`config.mk`:
```
export PLATFORM = sky130hd
export DESIGN_NAME = registro_solicitudes_flat
export DESIGN_NICKNAME = d
export VERILOG_FILES = /design/src/rtl/registro_solicitudes_if.sv /design/src/rtl/registro_solicitudes.sv /design/src/flat_wrapper.sv
export SDC_FILE = /design/constraint.sdc
export NUM_CORES = 1
export LEC_CHECK = 0
export ABC_AREA = 1
export CAP_MARGIN = 20
export CELL_PAD_IN_SITES_DETAIL_PLACEMENT = 1
export CELL_PAD_IN_SITES_GLOBAL_PLACEMENT = 1
export CORE_MARGIN = 2
export CORE_UTILIZATION = 41
export DETAILED_ROUTE_END_ITERATION = 10
export PLACE_DENSITY = 0.87
export SYNTH_ARGS = -nofsm -noshare
export SYNTH_HDL_FRONTEND = slang
export SYNTH_SLANG_ARGS = --single-unit
```
`constraint.sdc`:
```
create_clock -name clk -period 1.9 [get_ports clk]
set_input_delay 0.285 -clock clk [delete_from_list [all_inputs] [get_ports clk]]
set_output_delay 0.285 -clock clk [all_outputs]
set_load 0.1 [all_outputs]
```
`src/rtl/registro_solicitudes_if.sv`:
```
// Signal bundle between the request register and the elevator algorithm FSM.
`timescale 1ns/1ps
interface registro_solicitudes_if;
  // Contract: there is no valid/ready pair on this link. The algorithm presents
  // estado every cycle. While esperar is high it must hold estado stopped, which
  // means estado[3] = 0 and the floor stays the same. solicitudes is a level
  // that the algorithm samples whenever it likes.
  logic [9:0] botones;
  logic [3:0] estado;
  logic [9:0] solicitudes;
  logic       esperar;
  logic       puerta_abierta;
  logic       fsm_dbg;          // door FSM state (0 = CERRADA, 1 = ABIERTA)

  modport master (
    output botones, estado,
    input  solicitudes, esperar, puerta_abierta, fsm_dbg
  );

  modport slave (
    input  botones, estado,
    output solicitudes, esperar, puerta_abierta, fsm_dbg
  );
endinterface

```
`src/rtl/registro_solicitudes.sv`:
```
// Request register and door timer in front of the elevator algorithm FSM.
// The block latches button edges into solicitudes and clears the requests that
// are served when the car stops. It also times the door and raises esperar so
// that the algorithm holds while the door is open or about to open.
`timescale 1ns/1ps
module registro_solicitudes #(
  parameter int T_PUERTA = 50,
  parameter int ANCHO_T  = 8
) (
  input  logic                  clk,
  input  logic                  reset,
  registro_solicitudes_if.slave bus
);

  localparam logic [0:0] CERRADA = 1'b0;
  localparam logic [0:0] ABIERTA = 1'b1;
  localparam logic [ANCHO_T-1:0] CNT_RECARGA = ANCHO_T'(T_PUERTA - 1);

  // Input synchronizers, edge history, request register, door FSM
  logic [9:0]         sync1_q, sync2_q, hist_q;
  logic [9:0]         sol_q, sol_d;
  logic               mov_q;
  logic [0:0]         fsm_q, fsm_d;
  logic [ANCHO_T-1:0] cnt_q, cnt_d;

  logic [9:0] pulso;
  logic [1:0] piso;
  logic       sube, moviendo;
  logic       llegada, local_req;
  logic [9:0] bits_piso, mask_llegada;
  logic [9:0] borrar, bloqueo;

  assign pulso    = sync2_q & ~hist_q;
  assign piso     = bus.estado[1:0];
  assign sube     = bus.estado[2];
  assign moviendo = bus.estado[3];

  // All request bits belonging to the current floor (hall calls plus cabin)
  always_comb begin
    bits_piso = '0;
    case (piso)
      2'd0:    bits_piso = 10'b00_0100_0001;
      2'd1:    bits_piso = 10'b00_1000_0110;
      2'd2:    bits_piso = 10'b01_0001_1000;
      default: bits_piso = 10'b10_0010_0000;
    endcase
  end

  // On arrival, clear the cabin bit and only the hall call in the travel direction
  always_comb begin
    mask_llegada = '0;
    case (piso)
      2'd0:    mask_llegada = 10'b00_0100_0001;
      2'd1:    mask_llegada = sube ? 10'b00_1000_0100 : 10'b00_1000_0010;
      2'd2:    mask_llegada = sube ? 10'b01_0001_0000 : 10'b01_0000_1000;
      default: mask_llegada = 10'b10_0010_0000;
    endcase
  end

  // llegada: the car stopped this cycle. local: the car is idle at a floor with
  // a pending request. Neither signal depends on botones.
  assign llegada   = mov_q & ~moviendo;
  assign local_req = ~moviendo & ~mov_q & (fsm_q == CERRADA) & (|(sol_q & bits_piso));

  assign bus.esperar        = (fsm_q == ABIERTA) | llegada | local_req;
  assign bus.puerta_abierta = (fsm_q == ABIERTA);
  assign bus.solicitudes    = sol_q;
  assign bus.fsm_dbg        = fsm_q;

  // Door FSM next state, door timer, and the request clear/block masks
  always_comb begin
    fsm_d   = fsm_q;
    cnt_d   = cnt_q;
    borrar  = '0;
    bloqueo = '0;
    case (fsm_q)
      CERRADA: begin
        cnt_d = '0;
        if (llegada) begin
          fsm_d  = ABIERTA;
          cnt_d  = CNT_RECARGA;
          borrar = mask_llegada;
        end else if (local_req) begin
          fsm_d  = ABIERTA;
          cnt_d  = CNT_RECARGA;
          borrar = bits_piso;
        end
      end
      ABIERTA: begin
        if (moviendo) begin
          // The algorithm should never move with the door open; close at once.
          fsm_d = CERRADA;
          cnt_d = '0;
        end else if (|(pulso & bits_piso)) begin
          // A press at the current floor keeps the door open and is not stored.
          cnt_d   = CNT_RECARGA;
          bloqueo = bits_piso;
        end else if (cnt_q == '0) begin
          fsm_d = CERRADA;
        end else begin
          cnt_d = cnt_q - 1'b1;
        end
      end
      default: begin
        fsm_d = CERRADA;
        cnt_d = '0;
      end
    endcase
    // A cleared bit wins over a press that arrives in the same cycle.
    sol_d = (sol_q | (pulso & ~bloqueo)) & ~borrar;
  end

  // Two-flop synchronizer followed by one history flop for edge detection
  always_ff @(posedge clk or posedge reset) begin
    if (reset) begin
      sync1_q <= '0;
      sync2_q <= '0;
      hist_q  <= '0;
    end else begin
      sync1_q <= bus.botones;
      sync2_q <= sync1_q;
      hist_q  <= sync2_q;
    end
  end

  // State registers: requests, previous moving flag, door FSM and timer
  always_ff @(posedge clk or posedge reset) begin
    if (reset) begin
      sol_q <= '0;
      mov_q <= 1'b0;
      fsm_q <= CERRADA;
      cnt_q <= '0;
    end else begin
      sol_q <= sol_d;
      mov_q <= moviendo;
      fsm_q <= fsm_d;
      cnt_q <= cnt_d;
    end
  end

endmodule
```
`src/flat_wrapper.sv`:
```
// flat-port wrapper written by rule: the top's interface ports become plain ports
module registro_solicitudes_flat 
#(
  parameter int T_PUERTA = 50,
  parameter int ANCHO_T  = 8
)
  (clk, reset, bus_botones, bus_estado, bus_solicitudes, bus_esperar, bus_puerta_abierta, bus_fsm_dbg);
  registro_solicitudes_if bus_i ();
  input  logic clk;
  input  logic reset;
  input wire logic [$bits(bus_i.botones)-1:0] bus_botones;
  input wire logic [$bits(bus_i.estado)-1:0] bus_estado;
  output wire logic [$bits(bus_i.solicitudes)-1:0] bus_solicitudes;
  output wire logic [$bits(bus_i.esperar)-1:0] bus_esperar;
  output wire logic [$bits(bus_i.puerta_abierta)-1:0] bus_puerta_abierta;
  output wire logic [$bits(bus_i.fsm_dbg)-1:0] bus_fsm_dbg;
  assign bus_i.botones = bus_botones;
  assign bus_i.estado = bus_estado;
  assign bus_solicitudes = bus_i.solicitudes;
  assign bus_esperar = bus_i.esperar;
  assign bus_puerta_abierta = bus_i.puerta_abierta;
  assign bus_fsm_dbg = bus_i.fsm_dbg;
  registro_solicitudes #(.T_PUERTA(T_PUERTA), .ANCHO_T(ANCHO_T)) u_core (.clk(clk), .reset(reset), .bus(bus_i));
endmodule
```
==> flow_metrics.env, run 1 <==
export IMPL_run_status="finished clean"
export IMPL_ant_nets=0
export IMPL_grtUsageTotal=0.191
export IMPL_r2r_start="u_core.cnt_q[0]"
export IMPL_place_ws_ns=-0.0471
export IMPL_worst_ep_required_time_ns=1.62
export IMPL_drc_errors=0
export IMPL_synth_cell_area_um2=2080
export IMPL_rows=25
export IMPL_worst_pin_slew_ns=0.317
export IMPL_irDropWorstVdd_mv=0.576
export IMPL_arrival_ns=1.58
export IMPL_p_clk_frac=0.210
export IMPL_portBuffers=28
export IMPL_finalClockSkew_ns=0.00901
export IMPL_gr_total_overflow=0
export IMPL_place_hpwl_mm=3.45
export IMPL_drt_vias_per_instance=4.80
export IMPL_drt_wl_total_mm=4.61
export IMPL_rsz0062_at_grt="false"
export IMPL_path_clk_slew_ns=0.10
export IMPL_via_count=1628
export IMPL_synth_area_top_cells="dfrtp_1 60%, inv_1 8.1%, nand2_1 7.8%"
export IMPL_cts_sinks=50
export IMPL_pwr_share_seq=0.402
export IMPL_fmax_mhz=535
export IMPL_final_max_slew_viol_count=0
export IMPL_insertion_delay_ns=0.31
export IMPL_yosysSeqAreaShare=0.602
export IMPL_power_density_nw_per_um2=1200
export IMPL_hold_class="primary input to asynchronous set/reset pin"
export IMPL_post_synth_top_area_cell="dfrtp_1"
export IMPL_area_growth_pct=26.4
export IMPL_async_flop_share=1.00
export IMPL_start_kind="flop"
export IMPL_regToRegSetupSlack_ns=0.29
export IMPL_p_leak_uw=0.00134
export IMPL_crit_start="u_core.bus.solicitudes[0]"
export IMPL_critical_path_peak_fanout=3
export IMPL_synth_top_area_share=0.602
export IMPL_dp_cells=329
export IMPL_finalSetupViolations=0
export IMPL_postSynthAreaPerCell_um2=9.16
export IMPL_ff2ff_path_depth=8
export IMPL_critPathKind="flop to primary output"
export IMPL_start_util=0.431
export IMPL_cap_violations=0
export IMPL_drive_above_1_share=0.184
export IMPL_fin_crit_sh=0.983
export IMPL_ys_ff_latch=50
export IMPL_worst_setup_path_end_kind="primary output"
export IMPL_numCtsBuffers=5
export IMPL_yosysWarnings=0
export IMPL_grt_pass1_vias=1714
export IMPL_tritoncts="done"
export IMPL_grt_pass1_wl_mm=7.95
export IMPL_htree_levels=2
export IMPL_final_setup_tns_ns=0
export IMPL_synth_edf_count=0
export IMPL_avgRoutedWirePerCell_um=13.6
export IMPL_core_area_um2=4820
export IMPL_first_pass_iters=4
export IMPL_internal_power_uw=1810
export IMPL_max_slew_margin=0.788
export IMPL_layoutNonFillerInstCount=339
export IMPL_cts_buffer_depth=2
export IMPL_ys_types=25
export IMPL_swShare=0.427
export IMPL_postSynthCellCount=227
export IMPL_syn_nets=245
export IMPL_grt_max_degree=51
export IMPL_die_h_um=75.2
export IMPL_antenna_cells=0
export IMPL_die_area_um2=5650
export IMPL_drt_iter0_drc=61
export IMPL_io_pins=29
export IMPL_min_period_ns=1.87
export IMPL_die_w_um=75.2
export IMPL_cts_root_buf="clkbuf_8"
export IMPL_pwr_share_comb=0.388
export IMPL_power_switching_uw=1350
export IMPL_antenna_found_initial=0
export IMPL_cts_hold_buf=0
export IMPL_gp_congestion=0.909
export IMPL_synth_main_ff_cell="dfrtp_1"
export IMPL_timing_rr_end="u_core.cnt_q[6]"
export IMPL_setup_slack_ns=0.0318
export IMPL_finalHoldViolations=0
export IMPL_nets=289
[cell type report]
cell class	instances	area, um2
clock buffer	6	82.6
clock inverter	2	16.3
fill	567	2190
inverter	48	180
multi-input combinational	128	662
sequential	50	1260
tap	67	83.8
timing repair buffer	38	345
[synthesized netlist by cell type (2+ instances only)]
library cell	number
nor2_1	21
nand3_1	17
nand2_1	43
o21ai_1	2
nor2_2	2
a31oi_1	2
inv_2	3
dfrtp_1	50
a21oi_1	5
nand2_4	2
inv_1	45
nand4_1	6
ha_1	2
o21ai_0	14
xor2_1	3
[worst max-delay path: stages, from the launching register on]
cell	delay (ns)
dfrtp_1	0.41
nor2_1	0.16
nor2_1	0.08
nor2_1	0.15
nand3_2	0.13
nand2_4	0.10
nand3_4	0.07
buf_12	0.17
[cells in the final DEF, fill, tap and decap left out, drive strengths merged]
cell / n
o21bai: 1
nor2: 24
xor2: 3
ha: 2
nor3: 2
or2: 1
clkinvlp: 1
a21oi: 5
buf: 23
clkdlybuf4s50: 13
o21ai: 17
nand2: 46
nand4: 6
dfrtp: 50
nand3: 18
a31oi: 2
inv: 49
dlygate4sd2: 2
o31ai: 1
clkbuf: 6
[power by group through the flow]
stage                     Sequential [uW]  Clock (uW)  Combinational [uW]
after detailed placement             1290           0                1220
after global routing                 1280         731                1350
after CTS                            1270         684                1230
after floorplan                      1650           0                 542
final                                1270         664                1220
after global placement               1280           0                1190
[through the flow]
| stage | power, uW | utilization | area [um2] | hold slack (ns) |
|---|---|---|---|---|
| floorplan | 2190 | - | 2100 | 0.316 |
| global placement | 2480 | 0.520 | 2500 | 0.333 |
| detailed placement | 2510 | 0.520 | 2500 | 0.336 |
| CTS | 3180 | 0.543 | 2610 | 0.337 |
| global route | 3360 | 0.545 | 2630 | 0.361 |
| finish | 3160 | 0.545 | 2630 | 0.333 |
[how the worst max path moves through the flow]
| stage | end | slack, ns | cells after the start |
|---|---|---|---|
| after detailed placement | bus_esperar | -0.05 | 9 |
| after global placement | bus_esperar | 0.04 | 9 |
| final | bus_esperar | 0.03 | 7 |
| after floorplan | bus_esperar | 0.01 | 6 |
| after CTS | bus_esperar | 0.02 | 7 |
| after global routing | bus_esperar | 0.006 | 7 |
[flip-flops by register name (all words and copies together), names as in the netlist]
register / count
u_core.sync2_q: 10
u_core.bus.solicitudes: 10
u_core.cnt_q: 8
u_core.sync1_q: 10
u_core.mov_q: 1
u_core.bus.fsm_dbg: 1
u_core.hist_q: 10
[metal layers]
metal,wire length [um],track usage
met1,2050,0.245
met2,2380,0.328
met3,146,0.0402
met4,23,0.0526
met5,0,0
[cell families after synthesis]
group           share of synthesized area
compound gates                     0.0680
xor+xnor                           0.0126
fa+ha+maj                          0.0120
buf+inv                            0.0903
flops                               0.602
simple gates                        0.215
[timing repair]
item                       4_1_cts  5_1_grt
buffers inserted                 1        1
setup endpoints to repair        1        1
resized for setup                3        1
pin swaps                        2        1
hold endpoints to repair         0        0
Power figures use the tool's default switching activity.
==> inputs of run 2 (changes only) <==
--- a/config.mk
+++ b/config.mk
@@ -13,2 +13,3 @@
 export CORE_UTILIZATION = 41
+export CTS_CLUSTER_SIZE = 25
 export DETAILED_ROUTE_END_ITERATION = 10
==> constraint.sdc (replaced) <==
create_clock -name clk -period 1.9 [get_ports clk]
set_input_delay 0.19 -clock clk [delete_from_list [all_inputs] [get_ports clk]]
set_output_delay 0.19 -clock clk [all_outputs]
set_load 0.1 [all_outputs]
==> flow_metrics.env, run 2 (synthesized netlist as in run 1, its figures left out) <==
export IMPL_io_pins=29
export IMPL_cts_root_buf="clkbuf_8"
export IMPL_setup_slack_ns=0.0941
export IMPL_critPathKind="primary input to primary output"
export IMPL_critical_path_peak_fanout=5
export IMPL_die_h_um=75.2
export IMPL_antenna_cells=0
export IMPL_path_common_cell="nand3_2"
export IMPL_final_setup_tns_ns=0
export IMPL_drc_errors=0
export IMPL_worst_setup_path_end_kind="primary output"
export IMPL_die_w_um=75.2
export IMPL_gr_total_overflow=0
export IMPL_final_max_slew_viol_count=0
export IMPL_regArea_um2=1250
export IMPL_fmax_mhz=554
export IMPL_crit_family="buffers and inverters"
export IMPL_grt_pass1_vias=1756
export IMPL_finalHoldViolations=0
export IMPL_core_area_um2=4820
export IMPL_cts_hold_buf=0
export IMPL_slowest_stage="clkdlybuf4s50_1"
export IMPL_hold_class="primary input to asynchronous set/reset pin"
export IMPL_critPathMaxStageDelay_ns=0.52
export IMPL_first_pass_iters=4
export IMPL_start_kind="primary input"
export IMPL_mostFrequentLayoutCells="49 x dfrtp_1, 44 x inv_1, 43 x nand2_1"
export IMPL_power_density_nw_per_um2=1290
export IMPL_place_ws_ns=-0.0125
export IMPL_p_leak_uw=0.00134
export IMPL_area_growth_pct=26.2
export IMPL_htree_levels=2
export IMPL_finalSetupViolations=0
export IMPL_layoutNonFillerInstCount=335
export IMPL_arrival_ns=1.62
export IMPL_avgRoutedWirePerCell_um=13.3
export IMPL_gp_congestion=0.774
export IMPL_cts_sinks=50
export IMPL_multi_input_area_um2=647
export IMPL_run_status="finished clean"
export IMPL_layout_commonest_cell="dfrtp_1"
export IMPL_dp_cells=327
export IMPL_portBuffers=28
export IMPL_worst_pin_slew_ns=0.318
export IMPL_drt_vias_per_instance=4.78
export IMPL_ant_nets=0
export IMPL_fin_crit_sh=0.950
export IMPL_post_cts_resized=1
export IMPL_drt_wl_total_mm=4.47
export IMPL_crit_chain="clkdlybuf4s50_1 -> inv_1 -> nor2_2 -> nand2_1 -> nand3_2 -> nand2_2 -> nand3_2 -> buf_12"
export IMPL_die_area_um2=5650
export IMPL_drive_above_1_share=0.160
export IMPL_grtUsageTotal=0.187
export IMPL_hold_slack_ns=0.249
export IMPL_insertion_delay_ns=0.30
export IMPL_numCtsBuffers=5
export IMPL_cts_buffer_depth=2
export IMPL_min_period_ns=1.81
export IMPL_start_util=0.431
export IMPL_rows=25
export IMPL_antenna_found_initial=0
export IMPL_worst_ep_required_time_ns=1.71
export IMPL_power_uw=3380
export IMPL_cap_violations=0
export IMPL_critPathBufInv=3
export IMPL_drt_iter0_drc=83
export IMPL_grt_max_degree=51
export IMPL_via_count=1600
export IMPL_place_hpwl_mm=3.29
export IMPL_irDropWorstVdd_mv=0.601
export IMPL_fillers=582
export IMPL_rsz0062_at_grt="false"
export IMPL_tritoncts="done"
export IMPL_nets=285
export IMPL_path_clk_slew_ns=0.09
export IMPL_max_slew_margin=0.787
export IMPL_grt_pass1_wl_mm=7.92
export IMPL_cts_setup_buffers=0
export IMPL_finalClockSkew_ns=0.00764
==> run 2: path summary, 6_finish.rpt <==
kind	start	to	slack, ns	cells past startpoint
max reg2reg	u_core.cnt_q[0]	u_core.cnt_q[3]	0.29	8
min in group clk	bus_botones[2]	u_core.sync1_q[2]	0.32	1
max in group asynchronous	reset	u_core.bus.fsm_dbg	1.42	3
min reg2reg	u_core.sync1_q[1]	u_core.sync2_q[1]	0.35	0
max	bus_estado[0]	bus_esperar	0.09	8
min	reset	u_core.bus.solicitudes[8]	0.25	3
==> run 2: metal layers <==
layer | GRT usage | wire (um) | share of wire | vias to the layer above
met5 | 0 | 0 | 0 | -
met4 | 0.0585 | 63 | 0.014 | 0
met3 | 0.0402 | 159 | 0.036 | 6
met2 | 0.314 | 2200 | 0.49 | 27
met1 | 0.244 | 2040 | 0.46 | 785
li1 | - | - | - | 782
==> run 2: power breakdown <==
| part | total, uW | switching [uW] | internal [uW] |
|---|---|---|---|
| Clock | 904 | 343 | 561 |
| Sequential | 1260 | 82.2 | 1180 |
| Combinational | 1210 | 897 | 317 |
==> run 2: metrics by stage <==
stage / utilization / instance area [um2]
final: 0.545 / 2620
after global routing: 0.545 / 2620
after CTS: 0.545 / 2620
after detailed placement: 0.515 / 2480
after floorplan: - / 2080
after global placement: 0.515 / 2480
==> run 2: area by class of cell <==
cell class | instances | share of cell area
multi-input cells | 128 | 0.247
clock inverters | 2 | 0.0229
clock buffers | 6 | 0.0315
inverters | 48 | 0.0687
repair buffers | 34 | 0.121
well taps | 67 | 0.0320
flip-flops and latches | 50 | 0.477
==> run 2: tightest hold or removal path, delay by kind of cell <==
kind | cells | cell delay [ns]
buffers and inverters | 3 | 0.74
